### config.mk
export PLATFORM = sky130hd
export DESIGN_NAME = gf_serial_mult
export DESIGN_NICKNAME = d
export VERILOG_FILES = /design/src/rtl/gf_pkg.sv /design/src/rtl/gf_xtime.sv /design/src/rtl/gf_serial_mult.sv
export SDC_FILE = /design/constraint.sdc
export NUM_CORES = 1
export LEC_CHECK = 0
export ABC_AREA = 1
export CAP_MARGIN = 15
export CORE_MARGIN = 3
export CORE_UTILIZATION = 32
export DETAILED_ROUTE_END_ITERATION = 7
export GPL_ROUTABILITY_DRIVEN = 0
export SLEW_MARGIN = 20
export SYNTH_ARGS = -nofsm -noshare
export SYNTH_HDL_FRONTEND = slang
export SYNTH_SLANG_ARGS = --single-unit
### constraint.sdc
create_clock -name clk -period 1.8 [get_ports clk]
set_clock_uncertainty 0.2 [all_clocks]
set_input_delay 0.36 -clock clk [delete_from_list [all_inputs] [get_ports clk]]
set_output_delay 0.36 -clock clk [all_outputs]
set_load 0.02 [all_outputs]
### src/rtl/gf_pkg.sv
// Shared constants and state encoding for the bit-serial GF(2^M) multiplier.
// Defaults describe the AES field x^8 + x^4 + x^3 + x + 1.
package gf_pkg;

    localparam int         GF_M    = 8;
    localparam logic [7:0] GF_POLY = 8'h1B;

    typedef enum logic [1:0] {
        IDLE = 2'd0,
        RUN  = 2'd1,
        DONE = 2'd2
    } state_e;

endpackage

### src/rtl/gf_xtime.sv
// Combinational multiply-by-x in GF(2^M), reduced by the implicit x^M + POLY.
// It has no carries: the shifted-out MSB folds back in as an XOR with POLY.
module gf_xtime #(
    parameter int           M    = 8,
    parameter logic [M-1:0] POLY = 8'h1B
) (
    input  logic [M-1:0] x,
    output logic [M-1:0] y
);

    assign y = {x[M-2:0], 1'b0} ^ (x[M-1] ? POLY : '0);

endmodule

### src/rtl/gf_serial_mult.sv
// Bit-serial MSB-first GF(2^M) multiplier with valid/ready handshakes on both sides.
// An operand pair is accepted in IDLE, M shift-and-add steps run in RUN, and the result is held in DONE.
module gf_serial_mult
    import gf_pkg::*;
#(
    parameter int           M    = GF_M,
    parameter logic [M-1:0] POLY = M'(GF_POLY)
) (
    input  logic         clk,
    input  logic         rst,
    input  logic         in_valid,
    output logic         in_ready,
    input  logic [M-1:0] a,
    input  logic [M-1:0] b,
    output logic         out_valid,
    input  logic         out_ready,
    output logic [M-1:0] result,
    output logic         busy
);

    localparam int CW = $clog2(M);

    state_e        state_q, state_d;
    logic [M-1:0]  a_q, a_d;
    logic [M-1:0]  b_q, b_d;
    logic [M-1:0]  acc_q, acc_d;
    logic [CW-1:0] cnt_q, cnt_d;
    logic [M-1:0]  acc_x2;

    gf_xtime #(.M(M), .POLY(POLY)) u_xtime (
        .x (acc_q),
        .y (acc_x2)
    );

    always_comb begin
        // NOTE: every signal gets a default first so no path leaves one unassigned and infers a latch.
        state_d = state_q;
        a_d     = a_q;
        b_d     = b_q;
        acc_d   = acc_q;
        cnt_d   = cnt_q;

        unique case (state_q)
            IDLE: begin
                if (in_valid) begin
                    a_d     = a;
                    b_d     = b;
                    acc_d   = '0;
                    cnt_d   = CW'(M - 1);
                    state_d = RUN;
                end
            end
            RUN: begin
                acc_d = acc_x2 ^ (b_q[cnt_q] ? a_q : '0);
                cnt_d = cnt_q - 1'b1;
                if (cnt_q == '0) begin
                    state_d = DONE;
                end
            end
            DONE: begin
                if (out_ready) begin
                    state_d = IDLE;
                end
            end
            default: state_d = IDLE;
        endcase
    end

    // NOTE: sequential state uses non-blocking assignments so every flop samples pre-edge values.
    always_ff @(posedge clk or negedge rst) begin
        if (!rst) begin
            state_q <= IDLE;
            a_q     <= '0;
            b_q     <= '0;
            acc_q   <= '0;
            cnt_q   <= '0;
        end else begin
            state_q <= state_d;
            a_q     <= a_d;
            b_q     <= b_d;
            acc_q   <= acc_d;
            cnt_q   <= cnt_d;
        end
    end

    // Handshake flags decode registered state only, so none depends combinationally on an input.
    assign in_ready  = (state_q == IDLE);
    assign out_valid = (state_q == DONE);
    assign busy      = (state_q != IDLE);
    assign result    = acc_q;

endmodule

# Word level (Yosys, flattened, before mapping)
# Cells that the tools add are included.
# totals
reg_bits	29
input_bits	20
output_inout_bits	11
# op_classes
add_sub_neg	1
order_cmp	1
n_eq_ne	5
n_mux	12
n_bitwise	2
n_reduce_logical	7
# op_table
cell	n
$mux 8	2
$pmux 8 s2	1
$xor 8x8->8	2
$mux 2	3
$pmux 2 s3	1
$pmux 3 s2	1
$mux 5	1
$lt 3x4->1 const B	1
$ne 2x2->1 const B	2
$reduce_and 2->1	2
$reduce_bool 2->1	2
$bmux 1 s3	1
$logic_not 3->1	1
$mux 3	1
$reduce_and 3->1	1
$sub 3x1->3 const B	1
$eq 2x1->1 const B	1
$eq 2x2->1 const B	1
$logic_not 2->1	1
$ne 2x1->1 const B	1
$mux 1	1

# Depth between registers and ports, before layout
# logic_depth
depth_word	5
mapped_depth	10

# Modules after synthesis
# Synthesis repeated with hierarchy kept, for this count alone.
# unflattened
hier_cells	196
area_unflattened_um2	1586.5
# modules_own_cells
mod	n_inst	cells_each	area_per_inst_um2	seq_area_each_um2
gf_serial_mult	1	178	1500.2	725.7
gf_xtime	1	18	86.3	0.0

# Least setup slack after synthesis
# No wires, ideal clock.
# synth_timing
path_type	register to register
start	register state_q[1]
end	register acc_q[1], in the netlist result[1]
setup_time_ps	117
arrival_time_ps	1165
t_required_ps	1483
path_slack_ps	318
stages_incl_launch_ff	8
path_cell_list	dfrtp_1 -> nor2_2 -> nand2_1 -> inv_2 -> nor2_1 -> buf_2 -> nand2_1 -> nand2_1
# synth_via
elab_chain_len	3
word_cells_on_any_way	6
cone_classes	eq/ne: 2; mux: 1; reduce/logical: 3
# synth_lines
item	line_no	text
start, declared	gf_serial_mult.sv:23	state_e state_q, state_d;
start signal, assigned	gf_serial_mult.sv:78	state_q <= state_d;
$logic_not 2->1 (*)	-	
via in_ready	gf_serial_mult.sv:12	output logic in_ready,
$ne 2x2->1 (no source line) / $reduce_bool 2->1 (equally long branches)	-	
$reduce_and 2->1 (no source line)	-	
end signal, assigned	gf_serial_mult.sv:75	acc_q <= '0;
end signal, assigned	gf_serial_mult.sv:81	acc_q <= acc_d;
end, declared	gf_serial_mult.sv:26	logic [M-1:0] acc_q, acc_d;
# The timed path passes the listed nets; every way through them passes the cells marked *.
# A chain may end at the register's enable or synchronous reset.

# Worst setup path in the final report
# layout_timing
start	register state_q[1]
end	output port busy
# layout_via
elab_chain_len	1
# layout_lines
item	line_no	text
$reduce_bool 2->1	gf_serial_mult.sv:89	assign busy = (state_q != IDLE);
end, declared	gf_serial_mult.sv:18	output logic busy
# Every way passes these cells.

==> flow_summary.json <==
{
  "status": "finished clean",
  "antenna_found_initial": 0,
  "grt_pass1_wl_um": 5090,
  "synthXorXnorAreaFrac_pct": 2.33,
  "synthMuxAreaShare_pct": 0,
  "mostFrequentLayoutCells": "nand2_1 (70), dfrtp_1 (29), inv_1 (21), clkdlybuf4s50_1 (19), nand3_1 (14)",
  "layout_min_cycle_time_ps": 1730,
  "synth_compound_area_share_pct": 4.07,
  "syn_area_per_cell_sq_um": 8.19,
  "dieArea_sq_um": 5570,
  "fmax_mhz": 578,
  "diodes": 0,
  "nNetsFinal": 240,
  "worstPathRequired_ps": 1240,
  "relSlewSlack_pct": 75.9,
  "drive_gt1_share_pct": 11.5,
  "hold_class": "in -> async",
  "grt_pass1_vias": 1144,
  "viasPerCell": 4.45,
  "grt_use_total_pct": 12.0,
  "ys_seq_area_share_pct": 48.2,
  "clk_pin_slew_ps": 60,
  "cts_buffers": 5,
  "yosysUniqueCellTypes": 23,
  "worstPathArrival_ps": 1170,
  "htreeDepth": 2,
  "rsz0062_at_grt": "no",
  "area_growth_pct": 28.8,
  "die_height_um": 74.6,
  "core_area_sq_um": 4440,
  "syn-cell-area_sq_um": 1510,
  "gr-total-overflow": 0,
  "die_w_um": 74.6,
  "layout_commonest_cell": "nand2_1",
  "crit_fanout": 3,
  "hold_violations": 0,
  "crit_type": "reg -> out",
  "yosys.area_share.simple_pct": 33.5,
  "synth_top_area_share_pct": 48.2,
  "dp_hpwl_um": 2150,
  "postRouteWirelength_um": 3000,
  "synth_top_family_by_area": "simple AND/OR/NAND/NOR gates",
  "via_count": 1202,
  "initial_core_util_pct": 33.9,
  "synth-adder-area-share_pct": 1.66,
  "cts_tree": "done",
  "cp-start-kind": "flop",
  "io-pin-count": 31,
  "drt_iter0_markers": 61,
  "synth_nets": 206,
  "worstMarginPinSlew_ps": 362,
  "row_count": 24,
  "hold_slack_ps": 258,
  "p_per_area_nw_per_um2": 1860,
  "min_period_over_period_pct": 96.2,
  "grt_max_degree": 30,
  "p_leak_nw": 1.01,
  "regArea_sq_um": 726,
  "port_buffers": 30,
  "root_buffer": "clkbuf_8",
  "drc": 0,
  "antenna_left": 0,
  "syn_inst": 184,
  "synth.area.top_cells": "dfrtp_1 (48%), nand2_1 (17%), inv_1 (5.2%), nand3_1 (4.7%), nand3_2 (3.3%)",
  "worst_setup_path_end_kind": "output port",
  "setup_tns_ps": 0,
  "dp_cells": 263,
  "slew_viol_final": 0,
  "ys_seq_elements": 29,
  "setup_viol": 0,
  "wire_per_inst_um": 11.1,
  "multi_input_area_sq_um": 626,
  "first_pass_iters": 4,
  "cts_buffer_depth": 2,
  "clk_latency_ps": 280,
  "fin_cells": 270,
  "total_power_w": 0.00361,
  "yosys.area.top_type": "dfrtp_1",
  "clkSinkCount": 29,
  "fillCellCount": 453,
  "cap_violations": 0,
  "vdd.ir_drop.worst_v": 0.000537,
  "ys_warn_count": 0
}
==> path summary, 6_finish.rpt <==
check,end,start,depth (start not counted),slack [ps]
min reg2reg,a_q[5],a_q[5],2,310
min in group clk,a_q[5],a_q[5],2,310
max in group asynchronous,a_q[2],rst,2,870
max reg2reg,result[1],cnt_q[0],8,250
max,busy,state_q[1],3,70
min,result[6],rst,2,260
==> logic make-up (layout without fill, tap and decap cells) <==
logic type | Yosys count | after routing
AOI/OAI and AO/OA | 11 | 11
xor gates and xnor gates | 4 | 4
adders and majority gates | 2 | 2
buffers and inverters | 32 | 66
DFF | 29 | 29
and+or+nand+nor | 106 | 106
==> power by group <==
part	internal [W]	switching, W	leakage [nW]
logic	0.000736	0.00112	0.612
registers	0.000979	0.000253	0.354
clock network	0.000302	0.000220	0.0443
total	0.00202	0.00160	1.01
==> layer usage <==
layer | vias to the layer above | routed length, um | global-route usage, %
li1 | 644 | - | -
met1 | 530 | 1500 | 16.6
met2 | 22 | 1310 | 17.5
met3 | 6 | 132 | 3.60
met4 | 0 | 60 | 5.34
met5 | - | 0 | 0
==> area by class of cell <==
| type | instances | area share, % |
|---|---|---|
| Clock buffer | 7 | 4.45 |
| Multi-Input combinational cell | 123 | 32.2 |
| Timing Repair Buffer | 36 | 18.0 |
| Inverter | 23 | 4.58 |
| Sequential cell | 29 | 37.4 |
| Tap cell | 52 | 3.35 |
==> worst max-delay path: stages (launching register included) <==
cell,delay (ps)
dfrtp_1,400
nor2_2,140
inv_1,40
dlygate4sd2_1,310
==> metrics by stage <==
step / instance area (sq um) / utilization [%] / setup WS, ps
after floorplan: 1510 / - / 318
after global placement: 1860 / 41.9 / 114
after detailed placement: 1860 / 41.9 / 93.3
after CTS: 1940 / 43.6 / 11.0
after global routing: 1940 / 43.7 / 10.7
final: 1940 / 43.7 / 68.8
==> flip-flops by register name, indices dropped and copies added (netlist names) <==
signal	flops
a_q	8
b_q	8
result	8
cnt_q	3
state_q	2
==> cell usage after synthesis (all sizes together) <==
master   n
nand2   72
dfrtp   29
inv     23
nand3   21
buf      8
nand4    8
o21ai    8
nor2     5
xor2     3
a22oi    2
ha       2
clkbuf   1
o22ai    1
xnor2    1
==> repair_timing <==
action	in CTS	in global routing
setup buffers	0	0
hold buffers	0	0
setup endpoints to repair	10	2
gates resized for setup	10	2
endpoints found under the hold margin	0	0
Note: power is estimated with default switching activity, not from simulation.
